## src/rtl/lstm_pkg.sv

```systemverilog
// Shared types, fixed-point constants and saturation helpers for the LSTM gate and cell blocks.
package lstm_pkg;

  typedef enum logic [2:0] {
    ST_IDLE,
    ST_ACC,
    ST_SUM,
    ST_ACT,
    ST_DONE
  } state_t;

  localparam int     FRAC_DEF = 20;
  localparam longint ONE      = longint'(1) <<< FRAC_DEF;

  // Sigmoid breakpoints and offsets held in units of 1/32 so any FRAC >= 5 can rescale them exactly.
  localparam longint ONE_Q5     = 32;
  localparam longint BP_HI_Q5   = 160;  // 5.0
  localparam longint BP_MID_Q5  = 76;   // 2.375
  localparam longint BP_LO_Q5   = 32;   // 1.0
  localparam longint OFS_HI_Q5  = 27;   // 0.84375
  localparam longint OFS_MID_Q5 = 20;   // 0.625
  localparam longint OFS_LO_Q5  = 16;   // 0.5
  localparam int     SH_HI      = 5;    // slope 1/32
  localparam int     SH_MID     = 3;    // slope 1/8
  localparam int     SH_LO      = 2;    // slope 1/4

  function automatic longint fx(input longint q5, input int frac);
    return q5 <<< (frac - 5);
  endfunction

  function automatic longint sat_w(input longint v, input int w);
    longint hi, lo;
    hi = (longint'(1) <<< (w - 1)) - 1;
    lo = -(longint'(1) <<< (w - 1));
    if (v > hi) return hi;
    if (v < lo) return lo;
    return v;
  endfunction

  function automatic longint sat_add(input longint a, input longint b, input int w);
    return sat_w(a + b, w);
  endfunction

  // Arithmetic shift floors toward -inf before clamping back to the word.
  function automatic longint sat_trunc(input longint p, input int frac, input int w);
    return sat_w(p >>> frac, w);
  endfunction

endpackage

```

## src/rtl/lstm_gate_seq_act_plan.sv

```systemverilog
// Piecewise-linear sigmoid; tanh reuses it as 2*sigm(sat(2s)) - 1.
module act_plan
  import lstm_pkg::*;
#(
  parameter int WIDTH = 24,
  parameter int FRAC  = 20
) (
  input  logic signed [WIDTH-1:0] s,
  input  logic                    mode,
  output logic signed [WIDTH-1:0] y
);

  localparam longint K_ONE   = fx(ONE_Q5, FRAC);
  localparam longint K_BP_HI = fx(BP_HI_Q5, FRAC);
  localparam longint K_BP_MD = fx(BP_MID_Q5, FRAC);
  localparam longint K_BP_LO = fx(BP_LO_Q5, FRAC);
  localparam longint K_OF_HI = fx(OFS_HI_Q5, FRAC);
  localparam longint K_OF_MD = fx(OFS_MID_Q5, FRAC);
  localparam longint K_OF_LO = fx(OFS_LO_Q5, FRAC);

  longint z, a, sg;

  always_comb begin
    z = mode ? sat_add(longint'(s), longint'(s), WIDTH) : longint'(s);
    a = (z < 0) ? -z : z;
    if (a >= K_BP_HI)      sg = K_ONE;
    else if (a >= K_BP_MD) sg = (a >>> SH_HI) + K_OF_HI;
    else if (a >= K_BP_LO) sg = (a >>> SH_MID) + K_OF_MD;
    else                   sg = (a >>> SH_LO) + K_OF_LO;
    if (z < 0) sg = K_ONE - sg;
    y = mode ? WIDTH'(2 * sg - K_ONE) : WIDTH'(sg);
  end

endmodule

```

## src/rtl/lstm_gate_seq_mac_sat.sv

```systemverilog
// One saturating multiply-accumulate lane: product, floor shift, clamp, saturating accumulate.
module mac_sat
  import lstm_pkg::*;
#(
  parameter int WIDTH = 24,
  parameter int FRAC  = 20
) (
  input  logic                    clk,
  input  logic                    rst,
  input  logic                    clr,
  input  logic                    beat,
  input  logic                    act,
  input  logic signed [WIDTH-1:0] a,
  input  logic signed [WIDTH-1:0] b,
  output logic signed [WIDTH-1:0] acc,
  output logic signed [WIDTH-1:0] mul
);

  logic signed [2*WIDTH-1:0] prod;
  logic signed [WIDTH-1:0]   p_sat;

  assign prod  = a * b;
  assign p_sat = WIDTH'(sat_trunc(longint'(prod), FRAC, WIDTH));

  always_ff @(posedge clk or posedge rst) begin
    if (rst) begin
      acc <= '0;
      mul <= '0;
    end else if (clr) begin
      acc <= '0;
    end else if (beat) begin
      // An inactive lane still reports a zero product for the beat.
      mul <= act ? p_sat : '0;
      if (act) acc <= WIDTH'(sat_add(longint'(acc), longint'(p_sat), WIDTH));
    end
  end

endmodule

```

## src/rtl/lstm_gate_seq.sv

```systemverilog
// Sequenced LSTM gate: streams x/w and h/u beats, sums with bias, applies sigmoid or tanh.
module lstm_gate_seq
  import lstm_pkg::*;
#(
  parameter int WIDTH = 24,
  parameter int FRAC  = 20,
  parameter int NX    = 53,
  parameter int NH    = 53
) (
  input  logic             clk,
  input  logic             rst,
  input  logic             i_start,
  input  logic             i_mode,
  input  logic [WIDTH-1:0] i_b,
  input  logic             i_valid,
  output logic             o_ready,
  input  logic [WIDTH-1:0] i_x,
  input  logic [WIDTH-1:0] i_w,
  input  logic [WIDTH-1:0] i_h,
  input  logic [WIDTH-1:0] i_u,
  output logic             o_busy,
  output logic [WIDTH-1:0] o_mul_1,
  output logic [WIDTH-1:0] o_mul_2,
  output logic [WIDTH-1:0] o_act,
  output logic             o_valid
);

  localparam int NMAX = (NX > NH) ? NX : NH;
  localparam int CW   = $clog2(NMAX + 1);

  state_t                  state, state_nxt;
  logic [CW-1:0]           cnt;
  logic                    mode_q;
  logic signed [WIDTH-1:0] b_q, s_q, acc_x, acc_h, act_y;
  logic                    beat, clr, last, x_on, h_on;

  assign beat = (state == ST_ACC) && i_valid;
  assign clr  = (state == ST_IDLE) && i_start;
  assign last = beat && (cnt == CW'(NMAX - 1));
  assign x_on = cnt < CW'(NX);
  assign h_on = cnt < CW'(NH);

  mac_sat #(.WIDTH(WIDTH), .FRAC(FRAC)) u_mac_x (
    .clk(clk), .rst(rst), .clr(clr), .beat(beat), .act(x_on),
    .a(i_x), .b(i_w), .acc(acc_x), .mul(o_mul_1)
  );

  mac_sat #(.WIDTH(WIDTH), .FRAC(FRAC)) u_mac_h (
    .clk(clk), .rst(rst), .clr(clr), .beat(beat), .act(h_on),
    .a(i_h), .b(i_u), .acc(acc_h), .mul(o_mul_2)
  );

  act_plan #(.WIDTH(WIDTH), .FRAC(FRAC)) u_act (
    .s(s_q), .mode(mode_q), .y(act_y)
  );

  always_ff @(posedge clk or posedge rst) begin
    if (rst) state <= ST_IDLE;
    else     state <= state_nxt;
  end

  always_comb begin
    state_nxt = state;
    o_ready   = 1'b0;
    o_valid   = 1'b0;
    o_busy    = 1'b1;
    unique case (state)
      ST_IDLE: begin
        o_busy = 1'b0;
        if (i_start) state_nxt = ST_ACC;
      end
      ST_ACC: begin
        o_ready = 1'b1;
        if (last) state_nxt = ST_SUM;
      end
      ST_SUM:  state_nxt = ST_ACT;
      ST_ACT:  state_nxt = ST_DONE;
      ST_DONE: begin
        o_valid   = 1'b1;
        state_nxt = ST_IDLE;
      end
      default: state_nxt = ST_IDLE;
    endcase
  end

  always_ff @(posedge clk or posedge rst) begin
    if (rst) begin
      cnt    <= '0;
      mode_q <= 1'b0;
      b_q    <= '0;
      s_q    <= '0;
      o_act  <= '0;
    end else begin
      if (clr) begin
        cnt    <= '0;
        mode_q <= i_mode;
        b_q    <= i_b;
      end else if (beat) begin
        cnt <= cnt + 1'b1;
      end
      // Three-term sum is exact in 64 bits, so only one clamp is applied.
      if (state == ST_SUM)
        s_q <= WIDTH'(sat_add(longint'(acc_x) + longint'(acc_h), longint'(b_q), WIDTH));
      if (state == ST_ACT) o_act <= act_y;
    end
  end

endmodule

```

## config.mk

```make
export PLATFORM = sky130hd
export DESIGN_NAME = lstm_gate_seq
export DESIGN_NICKNAME = d
export VERILOG_FILES = /design/src/rtl/lstm_pkg.sv /design/src/rtl/lstm_gate_seq_act_plan.sv /design/src/rtl/lstm_gate_seq_mac_sat.sv /design/src/rtl/lstm_gate_seq.sv
export SDC_FILE = /design/constraint.sdc
export NUM_CORES = 2
export LEC_CHECK = 0
export ABC_CLOCK_PERIOD_IN_PS = 6410
export BUFFER_PORTS_ARGS = -buffer_cell sky130_fd_sc_hd__buf_4
export CAP_MARGIN = 20
export CORE_UTILIZATION = 48
export CTS_CLUSTER_DIAMETER = 200
export DETAILED_ROUTE_END_ITERATION = 8
export PLACE_DENSITY = 0.73
export SETUP_SLACK_MARGIN = 0.15
export SLEW_MARGIN = 20
export SYNTH_ARGS = -nofsm -noshare
export SYNTH_HDL_FRONTEND = slang
export SYNTH_SLANG_ARGS = --single-unit
export TNS_END_PERCENT = 10
```

## constraint.sdc

```tcl
create_clock -name clk -period 6.41 [get_ports clk]
set_input_delay 0.641 -clock clk [delete_from_list [all_inputs] [get_ports clk]]
set_output_delay 0.641 -clock clk [all_outputs]
set_load 0.02 [all_outputs]
```

==> flow_metrics.py <==
metrics = {
    "outcome": {
        "outcome": "complete, but fails checks",
        "violations": "setup timing",
    },
    "cells_and_area": {
        "regArea_mm2": 0.004458,
        "num-fill-cells": 9767,
        "drive_gt1_share_pct": 17.06,
        "multi_input_area_mm2": 0.04514,
        "synthToLayoutAreaGrowth_pct": 16.76,
        "utilization_pct": 56.79,
        "fin_nets": 8361,
    },
    "hold_path": {
        "hold_path.class": "in -> async",
    },
    "synth": {
        "ys_types": 100,
        "ys_ff_latch": 178,
        "syn_area_mm2": 0.05494,
        "synth-edff-count": 0,
        "ys.flop_type": "dfrtp_1",
        "yosysSeqAreaShare_pct": 8.108,
        "syn_area_per_cell_um2": 9.136,
        "synthArstFlopShare_pct": 100.0,
        "synth_cells": 6013,
        "yosys_warnings": 0,
        "syn_nets": 7722,
    },
    "routing": {
        "first_pass_iters": 5,
        "vias_per_cell": 5.301,
        "drt_wl_total_mm": 150.9,
        "wl_per_cell_um": 18.48,
        "drt_iter0_drc": 2949,
        "antenna_left": 0,
        "drc_errors": 0,
        "via_count": 43290,
    },
    "grt": {
        "grt_max_degree": 115,
        "antenna_found_initial": 1,
        "gr-total-overflow": 0,
        "grt_pass1_vias": 46250,
        "grt_usage_pct": 27.05,
        "grt_first_pass_wirelength_mm": 248.9,
    },
    "place": {
        "dp_hpwl_mm": 129.6,
        "dpl_worst_slack_ps": -5881,
        "port_buffers": 199,
        "gp_congestion": 0.9533,
    },
    "floorplanning": {
        "die-area_mm2": 0.1158,
        "core_area_mm2": 0.1130,
        "initial_core_util_pct": 48.63,
        "rows": 123,
        "die_y_um": 340.3,
        "die_x_um": 340.3,
        "num_io_pins": 200,
    },
    "sta": {
        "fin_worst_skew_ps": 19.21,
        "worst_pin_slew_ps": 1117,
        "finalWorstSetupSlack_ps": -4942,
        "finalCritPeriodShare_pct": 177.1,
        "slew_headroom_pct": 24.95,
        "final-max-slew-violation-count": 0,
        "max_freq_mhz": 88.09,
        "min_period_ps": 11350,
        "whs_ps": 354.2,
        "setup_viol": 96,
        "hold_viol": 0,
        "grt_setup_unrepaired": "yes",
    },
    "setup_path": {
        "worst_path_max_delay_cell": "fa_2",
        "critPathCaptureType": "flip-flop",
        "crit_type": "in -> reg",
        "startpoint_type": "input port",
        "arrival_ps": 11750,
        "critical_path_required_ps": 6810,
        "slowest_delay_ps": 540,
        "path_max_fanout": 5,
        "worst_path_most_repeated_cell": "buf_4",
    },
    "clocking": {
        "path_clk_slew_ps": 80,
        "cts_buffer_depth": 2,
        "cts_sinks": 178,
        "cts_tree": "yes",
        "cts_max_level": 4,
        "cts_hold_buf": 0,
        "cts_buffers": 17,
        "clock_latency_ps": 470,
        "cts-root-buf": "clkbuf_16",
    },
    "job": {
        "maxCapViolations": 0,
    },
}
per-layer routing:
| metal | routed length (um) | track usage (%) | vias up |
|---|---|---|---|
| li1 | - | - | 19530 |
| met1 | 64080 | 38.34 | 21930 |
| met2 | 70720 | 42.73 | 1560 |
| met3 | 10670 | 4.094 | 273 |
| met4 | 5422 | 8.604 | 0 |
| met5 | 0 | 0 | - |
registers in the layout (all words and copies together), names as in the netlist:
register and cells:
u_mac_x.acc 24, u_mac_h.acc 24, mode_q 1, b_q 24
u_mac_h.mul 24, cnt 6, state 3, s_q 24
u_mac_x.mul 24, o_act 24
cell usage after synthesis, drive strengths merged, types with 47 or more instances:
cell type,number,area (um^2)
nand2,863,3239
ha,345,4317
o21ai,130,688.1
xnor2,115,1015
and2,539,3372
fa,1239,24800
o211ai,47,352.8
a21oi,116,584.3
xor2,67,586.8
clkbuf,246,923.4
nor2,173,649.4
nand2b,51,319.1
dfrtp,178,4454
inv,1279,4801
worst paths after layout:
path	from	endpoint	slack [ps]	cells past startpoint
worst max register to register	s_q[23]$_DFFE_PP0N_	o_act[22]$_DFFE_PP0P_	290	26
min in group clk	i_b[18]	b_q[18]$_DFFE_PP0P_	360	3
worst min-delay path	rst	o_act[4]$_DFFE_PP0P_	350	2
max in group asynchronous	rst	s_q[23]$_DFFE_PP0N_	4640	3
worst min register to register	o_act[21]$_DFFE_PP0P_	o_act[21]$_DFFE_PP0P_	490	1
worst max-delay path	i_x[15]	u_mac_x.acc[16]$_DFFE_PP0P_	-4940	50
layout make-up:
class                   instances  share of cell area (%)
repair buffers                909                   11.26
flip-flops and latches        178                   6.950
inverters                    1282                   7.519
multi-input cells            4264                   70.36
clock inverters                15                  0.3160
clock buffers                  17                  0.6632
diodes                          1                0.003901
well taps                    1500                   2.926
kinds of logic (layout without fill, tap and decap cells):
kind of cell,count (synthesis),count (layout),synth area share [%]
flops,178,178,8.108
fa+ha+maj,1586,1586,53.04
other cells,0,1,0
buf+inv,1571,2223,10.93
xor+xnor,183,183,2.958
compound gates,661,661,8.600
mux,14,14,0.2733
simple gates,1820,1820,16.09
timing repair:
action	4_1_cts	5_1_grt
resized for setup	62	102
setup buffers	9	13
gates cloned	3	3
pin swaps	43	91
hold endpoints to repair	0	0
endpoints found under the setup margin	96	98
critical path: cells and delay by family:
| kind | cells | cell delay (ps) |
|---|---|---|
| xor gates and xnor gates | 1 | 260 |
| AOI/OAI and AO/OA | 24 | 4940 |
| adders and majority gates | 9 | 3980 |
| and+or+nand+nor | 5 | 580 |
| buffers and inverters | 11 | 1330 |
through the flow:
step,cells,cell area [um^2],setup TNS (ps)
floorplan,6013,55180,-323270
global placement,8105,62600,-373650
detailed placement,8105,62600,-387410
CTS,8149,63620,-319000
global route,8166,64150,-335290
finish,8166,64150,-298780
placed cells by master (no fill, tap or decap), drive strengths merged, types with 116 or more instances in the layout:
cell type and count:
inv 1284, ha 345, nand2 863, fa 1239, dfrtp 178, nor2 173, and2 539, o21ai 130
a21oi 116, buf 907
Power is not shown: default switching activity piles up to over one toggle a cycle in this logic, so the estimate is an artifact.
